<file path="config.mk">
export PLATFORM = sky130hd
export DESIGN_NAME = grid_io_multi
export DESIGN_NICKNAME = d
export VERILOG_FILES = /design/src/rtl/grid_io_multi.sv
export SDC_FILE = /design/constraint.sdc
export NUM_CORES = 1
export LEC_CHECK = 0
export ABC_CLOCK_PERIOD_IN_PS = 1290
export CORE_MARGIN = 1.5
export CORE_UTILIZATION = 46
export CTS_BUF_LIST = sky130_fd_sc_hd__clkbuf_4 sky130_fd_sc_hd__clkbuf_8
export DETAILED_ROUTE_END_ITERATION = 8
export GPL_ROUTABILITY_DRIVEN = 1
export PLACE_DENSITY_LB_ADDON = 0.05
export SLEW_MARGIN = 30
export SYNTH_ARGS = -nofsm -noshare
export SYNTH_HDL_FRONTEND = slang
export SYNTH_SLANG_ARGS = --single-unit
</file>
<file path="constraint.sdc">
create_clock -name prog_clk -period 1.29 [get_ports prog_clk]
set_input_delay 0.258 -clock prog_clk [delete_from_list [all_inputs] [get_ports prog_clk]]
set_output_delay 0.258 -clock prog_clk [all_outputs]
set_load 0.005 [all_outputs]
</file>
<file path="src/rtl/grid_io_multi.sv">
// grid_io_multi: multi-channel perimeter IO tile with a double-buffered scan configuration.
//
// Each of NUM_IO pad channels has a 3-bit config: bit0 inverts the data, and bits[2:1] set the
// mode (00 disabled, 01 input, 10 output, 11 bidirectional). Configuration bits are shifted into
// a staging register over the ccff chain. A load strobe copies them into the shadow register,
// which drives the pads. The load only succeeds when exactly CHAIN_LEN bits have been shifted
// since the last load or reset.
//
// Ports:
//   prog_clk, prog_reset_n     clock and synchronous active-low reset
//   ccff_head/_shift_en/_load  scan-chain serial in, shift strobe, commit strobe
//   ccff_tail                  scan-chain serial out (registered)
//   cfg_valid, cfg_err         good commit seen since reset / last commit had the wrong length
//   gfpga_pad_GPIO_Y/_A/_OE    pad side: value from pad, value to pad, drive enable
//   pin_outpad, pin_oe         fabric side: data to pad, OE (used only in bidir mode)
//   pin_inpad                  fabric side: data from pad
module grid_io_multi #(
  parameter int unsigned NUM_IO = 4
) (
  input  logic              prog_clk,
  input  logic              prog_reset_n,
  input  logic              ccff_head,
  input  logic              ccff_shift_en,
  input  logic              ccff_load,
  output logic              ccff_tail,
  output logic              cfg_valid,
  output logic              cfg_err,
  input  logic [NUM_IO-1:0] gfpga_pad_GPIO_Y,
  output logic [NUM_IO-1:0] gfpga_pad_GPIO_A,
  output logic [NUM_IO-1:0] gfpga_pad_GPIO_OE,
  input  logic [NUM_IO-1:0] pin_outpad,
  input  logic [NUM_IO-1:0] pin_oe,
  output logic [NUM_IO-1:0] pin_inpad
);

  localparam int unsigned CFG_BITS  = 3;
  localparam int unsigned CHAIN_LEN = CFG_BITS * NUM_IO;
  localparam int unsigned CNT_W     = $clog2(CHAIN_LEN + 2);

  localparam logic [CNT_W-1:0] CntFull = CNT_W'(CHAIN_LEN);
  // One past full marks an over-length shift, so it can never match CntFull.
  localparam logic [CNT_W-1:0] CntSat  = CNT_W'(CHAIN_LEN + 1);

  logic [CHAIN_LEN-1:0] sr_q, sr_d;
  logic [CHAIN_LEN-1:0] shadow_q, shadow_d;
  logic [CNT_W-1:0]     count_q, count_d;
  logic                 valid_q, valid_d;
  logic                 err_q, err_d;

  // Next-state: load has priority, and a shift in the same cycle is dropped.
  always_comb begin
    sr_d     = sr_q;
    shadow_d = shadow_q;
    count_d  = count_q;
    valid_d  = valid_q;
    err_d    = err_q;
    if (ccff_load) begin
      if (count_q == CntFull) begin
        shadow_d = sr_q;
        valid_d  = 1'b1;
        err_d    = 1'b0;
      end else begin
        err_d    = 1'b1;
      end
      count_d = '0;
    end else if (ccff_shift_en) begin
      sr_d = {sr_q[CHAIN_LEN-2:0], ccff_head};
      if (count_q != CntSat) begin
        count_d = count_q + CNT_W'(1);
      end
    end
  end

  always_ff @(posedge prog_clk) begin
    if (!prog_reset_n) begin
      sr_q     <= '0;
      shadow_q <= '0;
      count_q  <= '0;
      valid_q  <= 1'b0;
      err_q    <= 1'b0;
    end else begin
      sr_q     <= sr_d;
      shadow_q <= shadow_d;
      count_q  <= count_d;
      valid_q  <= valid_d;
      err_q    <= err_d;
    end
  end

  assign ccff_tail = sr_q[CHAIN_LEN-1];
  assign cfg_valid = valid_q;
  assign cfg_err   = err_q;

  // Pad datapath is purely a function of the committed shadow and the live pins.
  always_comb begin
    gfpga_pad_GPIO_OE = '0;
    gfpga_pad_GPIO_A  = '0;
    pin_inpad         = '0;
    for (int unsigned k = 0; k < NUM_IO; k++) begin
      unique case (shadow_q[CFG_BITS*k+1 +: 2])
        2'b01: begin
          pin_inpad[k] = gfpga_pad_GPIO_Y[k] ^ shadow_q[CFG_BITS*k];
        end
        2'b10: begin
          gfpga_pad_GPIO_OE[k] = 1'b1;
          gfpga_pad_GPIO_A[k]  = pin_outpad[k] ^ shadow_q[CFG_BITS*k];
        end
        2'b11: begin
          // Input path stays live while driving, giving pad loopback.
          gfpga_pad_GPIO_OE[k] = pin_oe[k];
          gfpga_pad_GPIO_A[k]  = pin_outpad[k] ^ shadow_q[CFG_BITS*k];
          pin_inpad[k]         = gfpga_pad_GPIO_Y[k] ^ shadow_q[CFG_BITS*k];
        end
        default: begin
        end
      endcase
    end
  end

endmodule

</file>
### After elaboration in Yosys (flattened, before gate mapping)

Cells that the tools add are included.
W data, S select, Z words.

* register bits: 30
* input bits: 17
* output and inout port bits: 15
* logic and storage cells: 55

* $add $sub $neg: 1
* equality and inequality tests: 14
* mux-type cells: 13
* bitwise gates (word level): 10
* reduce and logical (&&, ||, !) cells: 12

Operator list (number)
* $reduce_or A2 Y1: 9
* $eq A2 B2 Y1 const B: 8
* $mux W1: 9
* $eq A2 B1 Y1 const B: 4
* $pmux W1 S2: 4
* $xor A1 B1 Y1: 8
* $reduce_and A2 Y1: 3
* $add A4 B1 Y4 const B: 1
* $eq A4 B4 Y1 const B: 1
* $ne A4 B4 Y1 const B: 1
* $not A1 Y1: 2

### Longest topological paths before layout

Gate-level depths: netlist of the first run.

* depth after elaboration: 3
* mapped depth: 7
* depth with buffers taken out: 5

### Least setup slack after synthesis of the first run

No wires, ideal clock.

* path kind: reg-to-reg
* from: register count_q[0]
* to: register valid_q, in the netlist cfg_valid
* library setup time: 0.115 ns
* arrival time: 1.211 ns
* data required time: 1.175 ns
* path slack: -0.036 ns
* cell stages (with the launch flop): 7
* buffers on the path: 2
* clock period less this slack: 1.326 ns
* path through: dfxtp_1 -> inv_1 -> ha_1 -> and4_1 -> buf_2 -> buf_6 -> o21a_1

* cells in the longest elaborated chain, start to end: 2

RTL lines
* from (decl): RTL line 46 `logic [CNT_W-1:0] count_q, count_d;`
* from (signal assigned): RTL line 84 `count_q <= count_d;`
* $eq A4 B4 Y1: RTL line 58 `if (count_q == CntFull) begin`
* $reduce_and A2 Y1 (no source line)
* to (signal assigned): RTL line 85 `valid_q <= valid_d;`
* to (decl): RTL line 47 `logic valid_q, valid_d;`

Every way passes these cells.
A chain may end at the register's enable or synchronous reset.

### Final worst setup path of the first run

* from: register shadow_q[0]
* to: output gfpga_pad_GPIO_A[0]

* cells in the longest elaborated chain, start to end: 2

RTL lines
* from (decl): RTL line 45 `logic [CHAIN_LEN-1:0] shadow_q, shadow_d;`
* from (signal assigned): RTL line 83 `shadow_q <= shadow_d;`
* $xor A1 B1 Y1: RTL line 106, 111
* $mux W1
* to (decl): RTL line 29 `output logic [NUM_IO-1:0] gfpga_pad_GPIO_A,`

Every way passes these cells.

==> impl_summary.log, run 1 <==
INFO  metric setup.reg_to_reg.worst_slack = 0.05 ns
INFO  metric placementRows = 19
INFO  metric proportion_of_layout_cells_with_a_drive_suffix_above_1 = 0.263
INFO  metric report.final.setup_viol = 7
INFO  metric synth_sequential_area_ratio = 0.434
INFO  metric antenna_diodes = 0
INFO  metric final_common_cell = sky130_fd_sc_hd__nand2_1
INFO  metric groute.usage.overall = 0.163
INFO  metric yosys_register_bits = 30
INFO  metric die_height = 57.8 um
INFO  metric crit_arrival = 1.07 ns
INFO  metric synth.top_cell.area_share = 0.434
INFO  metric power.static_leakage = 0.791 nW
INFO  metric maxSlewHeadroom = 0.868
INFO  metric drt.antenna.violating_nets = 0
INFO  metric tightestPinTransition = 0.197 ns
INFO  metric grt_pass1_wl = 4170 um
INFO  metric switching_power_of_the_nets = 0.361 mW
INFO  metric fp.dieW = 57.8 um
INFO  metric clkSinkCount = 30
INFO  metric crit_path_start_kind = flip-flop
INFO  metric maxCapViolations = 0
INFO  metric grt_remaining_overflow = 0
INFO  metric drc = 5
INFO  metric firstDrtPassIters = 6
INFO  metric critical_path_class = flip-flop to output pin
INFO  metric overall_via_count_from_detail_route = 1156
INFO  metric die-area = 0.00334 mm^2
INFO  metric maxClockFrequency = 752 MHz
INFO  metric report.final.slew_viol_count = 0
INFO  metric layout_common_cells = sky130_fd_sc_hd__nand2_1 (49), sky130_fd_sc_hd__dfxtp_1 (22), sky130_fd_sc_hd__a21boi_0 (13), sky130_fd_sc_hd__buf_2 (12), sky130_fd_sc_hd__buf_4 (12)
INFO  metric final_net_count = 228
INFO  metric ys.flop_type = sky130_fd_sc_hd__dfxtp_1
INFO  metric timing.final.crit_share = 1.03
INFO  metric global_placement_routability_congestion = 0.717
INFO  metric status = finished with violations
INFO  metric syn_area = 0.00138 mm^2
INFO  metric cts-htree-levels = 2
INFO  metric pwr-share-seq = 0.565
INFO  metric post-synth-top-area-cell = sky130_fd_sc_hd__dfxtp_1
INFO  metric numCtsBuffers = 5
INFO  metric finalHoldViolCount = 0
INFO  metric multi_input_combinational_cell_area = 728 um^2
INFO  metric vdd_drop_max = 0.000565 V
INFO  metric routedWlPerCell = 10.7 um
INFO  metric reg_area = 611 um^2
INFO  metric post-route-util = 0.656
INFO  metric number_of_enable_flip_flop_cells_after_synthesis = 0
INFO  metric wl = 2560 um
INFO  metric synthTopCellsByArea = sky130_fd_sc_hd__dfxtp_1 (43%), sky130_fd_sc_hd__nand2_1 (13%), sky130_fd_sc_hd__a21boi_0 (10%), sky130_fd_sc_hd__a21boi_2 (6.5%), sky130_fd_sc_hd__xor2_1 (5.1%)
INFO  metric initial_core_util = 0.493
INFO  metric flow.area_growth_from_synthesis = 33.0%
INFO  metric grt_antenna_before_repair = 0
INFO  metric io_pins = 32
INFO  metric finalWorstSetupSlack = -0.0391 ns
INFO  metric final.fill_count = 248
INFO  metric min_path_type = flip-flop to flip-flop
INFO  metric critical_path.max_fanout = 3
INFO  metric failed_checks = DRC, setup timing
INFO  metric grt_pass1_vias = 1007
INFO  metric unrepaired_setup_endpoints_after_global_routing = yes
INFO  metric clock_tree.root_cell = sky130_fd_sc_hd__clkbuf_4
INFO  metric total_core_area = 0.00281 mm^2
INFO  metric detailed_placement_wirelength_estimate = 1880 um
INFO  metric yosys_warnings = 0
INFO  metric p_comb_frac = 0.079
INFO  metric fin_skew = 0.00500 ns
INFO  metric period_minus_slack = 1.33 ns
INFO  metric clock_tree.buffer_depth = 2
INFO  metric cts_tree = done
INFO  metric switching_share = 0.218
INFO  metric path_clk_slew = 0.09 ns
INFO  metric grt_start_max_net_pins = 15
INFO  metric fin_setup_tns = -0.135 ns
INFO  metric crit_required = 1.03 ns
INFO  metric cts.hold.buffers_added = 0
INFO  metric clock_insertion_delay_worst_skew = 0.32 ns
INFO  metric worstSetupEndpointType = output pin
INFO  metric mappedNetlistNets = 183
INFO  metric async_reset_ff_frac = 0
INFO  metric power.density = 900 mW/mm^2
INFO  metric syn_area_per_cell = 8.48 um^2
INFO  metric internal_power = 1.29 mW
INFO  metric synth.lib_cells_used.distinct = 25
INFO  metric clock_power_share = 0.356
INFO  metric netlist_instances = 163
INFO  metric first_iter_violations = 33
INFO  metric port_buffers = 31
INFO  metric drt-vias-per-instance = 4.82
[metrics by stage]
stage	setup WS [ns]	instances	instance area [um^2]	power [mW]	hold slack [ns]
after floorplan	0.00514	163	1380	1.01	0.403
after global placement	-0.449	230	1810	1.09	0.448
after detailed placement	-0.486	230	1810	1.10	0.452
after CTS	-0.0792	239	1810	1.69	0.460
after global routing	-0.116	240	1840	1.74	0.473
final	-0.0391	240	1840	1.66	0.455
[Yosys cell counts (3+ instances only)]
cell / number
sky130_fd_sc_hd__nand2_1: 49
sky130_fd_sc_hd__dfxtp_1: 30
sky130_fd_sc_hd__a21boi_0: 19
sky130_fd_sc_hd__a21boi_2: 8
sky130_fd_sc_hd__and2_1: 8
sky130_fd_sc_hd__xor2_1: 8
sky130_fd_sc_hd__inv_1: 7
sky130_fd_sc_hd__a21oi_1: 5
sky130_fd_sc_hd__o21ai_0: 4
sky130_fd_sc_hd__buf_2: 3
sky130_fd_sc_hd__ha_1: 3
sky130_fd_sc_hd__nand3_1: 3
[kinds of logic after synthesis]
family          Yosys count  synth area share
simple gates             69             0.222
fa+ha+maj                 3            0.0272
compound gates           39             0.217
flops                    30             0.434
xor+xnor                  8            0.0507
buf+inv                  14            0.0489
[power by group through the flow]
stage / Sequential (mW) / Combinational [mW] / Clock [mW]
CTS: 0.935 / 0.132 / 0.622
global route: 0.936 / 0.141 / 0.659
finish: 0.935 / 0.131 / 0.589
global placement: 0.957 / 0.137 / 0
floorplan: 0.958 / 0.0508 / 0
detailed placement: 0.957 / 0.141 / 0
[final cells by class]
cell class / count / area share
Clock buffer: 7 / 0.0320
Timing Repair Buffer: 45 / 0.202
Clock inverter: 1 / 0.00272
Tap cell: 31 / 0.0211
Multi-Input combinational cell: 119 / 0.396
Sequential cell: 30 / 0.332
Inverter: 7 / 0.0143
[routing by layer]
layer	wire length (um)	share of wire	track usage	up-vias
met5	0	0	0	-
met4	42	0.016	0.0598	0
met3	181	0.071	0.0625	5
met2	1230	0.48	0.284	32
met1	1100	0.43	0.178	495
li1	-	-	-	624
[worst max-delay path, cell delays in order, from the launching register on]
cell,delay (ns)
sky130_fd_sc_hd__dfxtp_2,0.35
sky130_fd_sc_hd__xor2_1,0.15
sky130_fd_sc_hd__and2_1,0.13
sky130_fd_sc_hd__buf_2,0.12
[path summary, 6_finish.rpt]
kind | start | endpoint | cells after the start
worst max-delay path | shadow_q[0]$_SDFFE_PN0P_ | gfpga_pad_GPIO_A[0] | 3
worst min-delay path | cfg_valid$_SDFFE_PN0P_ | cfg_valid$_SDFFE_PN0P_ | 1
worst max register to register | count_q[0]$_SDFFE_PP0P_ | count_q[3]$_SDFFE_PP0P_ | 5
worst min register to register | cfg_valid$_SDFFE_PN0P_ | cfg_valid$_SDFFE_PN0P_ | 1
[repair_timing]
item                                    in CTS  in global routing
buffers inserted                             1                  1
endpoints found under the setup margin      15                 17
pin swaps                                   16                  7
resized for setup                           66                 11
[flip-flops by register name, indices dropped and copies added (netlist names)]
signal and flops:
cfg_err 1, cfg_valid 1, shadow_q 12, count_q 4
sr_q 12
No activity file was read; power rests on OpenSTA's default activity.
==> run 2, diff against run 1 <==
--- a/config.mk
+++ b/config.mk
@@ -6,13 +6,16 @@
 export NUM_CORES = 1
 export LEC_CHECK = 0
 export ABC_CLOCK_PERIOD_IN_PS = 1290
+export CAP_MARGIN = 0
 export CORE_MARGIN = 1.5
 export CORE_UTILIZATION = 46
 export CTS_BUF_LIST = sky130_fd_sc_hd__clkbuf_4 sky130_fd_sc_hd__clkbuf_8
 export DETAILED_ROUTE_END_ITERATION = 8
 export GPL_ROUTABILITY_DRIVEN = 1
+export GPL_TIMING_DRIVEN = 0
 export PLACE_DENSITY_LB_ADDON = 0.05
 export SLEW_MARGIN = 30
 export SYNTH_ARGS = -nofsm -noshare
 export SYNTH_HDL_FRONTEND = slang
 export SYNTH_SLANG_ARGS = --single-unit
+export TNS_END_PERCENT = 10
==> impl_summary.log, run 2 (synthesized netlist as in run 1, its figures left out) <==
INFO  metric finalWorstSetupSlack = -0.0352 ns (+0.00385 ns)
INFO  metric grt_antenna_before_repair = 0 (unchanged)
INFO  metric routedWlPerCell = 11.0 um (+2.9%)
INFO  metric period_minus_slack = 1.33 ns (-0.00385 ns)
INFO  metric final.fill_count = 260 (+4.8%)
INFO  metric clkSinkCount = 30 (unchanged)
INFO  metric pwr-share-seq = 0.565 (about the same)
INFO  metric min_from = ccff_load
INFO  metric unrepaired_setup_endpoints_after_global_routing = yes
INFO  metric maxClockFrequency = 755 MHz (+0.29%)
INFO  metric final_net_count = 221 (-3.1%)
INFO  metric critical_path.max_fanout = 3 (unchanged)
INFO  metric groute.usage.overall = 0.178 (+0.0157)
INFO  metric flow.area_growth_from_synthesis = 29.5%
INFO  metric grt_start_max_net_pins = 11 (-4)
INFO  metric cp_top_family = flip-flops
INFO  metric switching_power_of_the_nets = 0.372 mW (+3.1%)
INFO  metric critPathBufInv = 1 (unchanged)
INFO  metric wl = 2560 um (-0.12%)
INFO  metric drt-vias-per-instance = 4.97 (+3.3%)
INFO  metric fin_setup_tns = -0.209 ns (-0.0737 ns)
INFO  metric fp.dieW = 57.8 um (unchanged)
INFO  metric clock_power_share = 0.364 (+0.008)
INFO  metric whs = 0.319 ns (-0.136 ns)
INFO  metric placementRows = 19 (unchanged)
INFO  metric global_placement_routability_congestion = 0.725 (+1.1%)
INFO  metric total_core_area = 0.00281 mm^2 (unchanged)
INFO  metric maxSlewHeadroom = 0.768 (-0.0998)
INFO  metric port_buffers = 31 (unchanged)
INFO  metric reg_top3 = shadow_q (12), sr_q (12), count_q (4)
INFO  metric clock_tree.root_cell = sky130_fd_sc_hd__clkbuf_4
INFO  metric crit_arrival = 1.07 ns (about the same)
INFO  metric layout_common_cells = sky130_fd_sc_hd__nand2_1 (49), sky130_fd_sc_hd__dfxtp_1 (19), sky130_fd_sc_hd__a21boi_0 (14), sky130_fd_sc_hd__buf_2 (12), sky130_fd_sc_hd__dlygate4sd2_1 (11)
INFO  metric first_iter_violations = 32 (-3.0%)
INFO  metric path_clk_slew = 0.09 ns (about the same)
INFO  metric antenna_diodes = 0 (unchanged)
INFO  metric regToRegStartpoint = count_q[0]$_SDFFE_PP0P_
INFO  metric power.density = 922 mW/mm^2 (+2.5%)
INFO  metric crit_required = 1.03 ns (about the same)
INFO  metric io_pins = 32 (unchanged)
INFO  metric worst_path_max_delay_cell = sky130_fd_sc_hd__dfxtp_2
INFO  metric tightestPinTransition = 0.347 ns (+0.150 ns)
INFO  metric cts_tree = done
INFO  metric die-area = 0.00334 mm^2 (unchanged)
INFO  metric firstDrtPassIters = 6 (unchanged)
INFO  metric grt_remaining_overflow = 0 (unchanged)
INFO  metric grt_pass1_vias = 1093 (+8.5%)
INFO  metric power.static_leakage = 0.753 nW (-4.7%)
INFO  metric drt.antenna.violating_nets = 0 (unchanged)
INFO  metric initial_core_util = 0.493 (unchanged)
INFO  metric critical_path_class = flip-flop to output pin
INFO  metric switching_share = 0.226 (+0.00728)
INFO  metric grt_pass1_wl = 4570 um (+9.8%)
INFO  metric detailed_placement_wirelength_estimate = 1860 um (-1.3%)
INFO  metric proportion_of_layout_cells_with_a_drive_suffix_above_1 = 0.252 (-0.0107)
INFO  metric vdd_drop_max = 0.000792 V (+40%)
INFO  metric timing.final.crit_share = 1.03 (-0.00298)
INFO  metric drc = 11 (+6)
INFO  metric status = finished with violations
INFO  metric worstSetupEndpointType = output pin
INFO  metric crit_start = shadow_q[3]$_SDFFE_PN0P_
INFO  metric slowest_delay = 0.34 ns (about the same)
INFO  metric internal_power = 1.28 mW (-1.2%)
INFO  metric path_cells = xor2_1, and2_1, buf_2
INFO  metric finalHoldViolCount = 0 (unchanged)
INFO  metric clock_tree.buffer_depth = 2 (unchanged)
INFO  metric maxCapViolations = 0 (unchanged)
INFO  metric report.final.setup_viol = 9 (+2)
INFO  metric clock_insertion_delay_worst_skew = 0.33 ns (about the same)
INFO  metric cts.hold.buffers_added = 0 (unchanged)
INFO  metric final_common_cell = sky130_fd_sc_hd__nand2_1
INFO  metric die_height = 57.8 um (unchanged)
INFO  metric cts-htree-levels = 2 (unchanged)
INFO  metric post-route-util = 0.638 (-0.0174)
INFO  metric crit_path_start_kind = flip-flop
INFO  metric overall_via_count_from_detail_route = 1159 (+0.26%)
INFO  metric report.final.slew_viol_count = 0 (unchanged)
INFO  metric fin_skew = 0.0116 ns (+0.00662 ns)
INFO  metric p_comb_frac = 0.072 (-0.007)
INFO  metric numCtsBuffers = 5 (unchanged)
INFO  metric min_path_type = input port to flip-flop
INFO  metric failed_checks = DRC, setup timing
run 2: power groups by stage:
stage          Sequential (mW)  Combinational, mW  Clock, mW
2_1_floorplan            0.958             0.0508          0
3_3_place_gp             0.958              0.121          0
3_5_place_dp             0.959              0.124          0
4_1_cts                  0.936              0.118      0.618
5_1_grt                  0.934              0.131      0.669
6_report                 0.933              0.118      0.600
run 2: layout make-up:
cell class / count / area (um^2) / area share
Multi-Input combinational cell: 119 / 732 / 0.409
Sequential cell: 30 / 622 / 0.347
Timing Repair Buffer: 31 / 241 / 0.135
Buffer: 7 / 61.3 / 0.0342
Clock buffer: 7 / 58.8 / 0.0328
Tap cell: 31 / 38.8 / 0.0217
Inverter: 7 / 31.3 / 0.0175
Clock inverter: 1 / 5.00 / 0.00280
run 2: final timing paths:
kind,end,slack (ns),cells past startpoint
setup reg to reg,cfg_valid$_SDFFE_PN0P_,0,6
hold / removal,cfg_err$_SDFFE_PN0P_,0.32,3
setup / recovery,gfpga_pad_GPIO_A[1],-0.04,3
hold reg to reg,cfg_valid$_SDFFE_PN0P_,0.46,1
run 2: worst min-delay path: stages:
cell and delay (ns):
sky130_fd_sc_hd__dlymetal6s2s_1 0.17, sky130_fd_sc_hd__o21ai_0 0.10, sky130_fd_sc_hd__nor2_1 0.08
run 2: stage by stage:
stage          std cells  total power, mW  worst slack [ns]  instance area (um^2)
2_1_floorplan        163             1.01           0.00514                  1380
3_3_place_gp         225             1.08            -0.455                  1730
3_5_place_dp         225             1.08            -0.491                  1730
4_1_cts              233             1.67           -0.0596                  1760
5_1_grt              233             1.73            -0.113                  1790
6_report             233             1.65           -0.0352                  1790
run 2: per-layer routing:
layer  vias up  global-route usage  part of all wire
li1        605                   -                 -
met1       510               0.214              0.45
met2        38               0.294              0.45
met5         -                   0                 0
met4         0              0.0598             0.015
met3         6              0.0670             0.077
run 2: what timing repair did:
action | 4_1_cts | 5_1_grt
hold endpoints to repair | 0 | 0
pin swaps | 16 | 8
gates resized for setup | 76 | 19
setup buffers | 0 | 0
setup endpoints to repair | 27 | 30
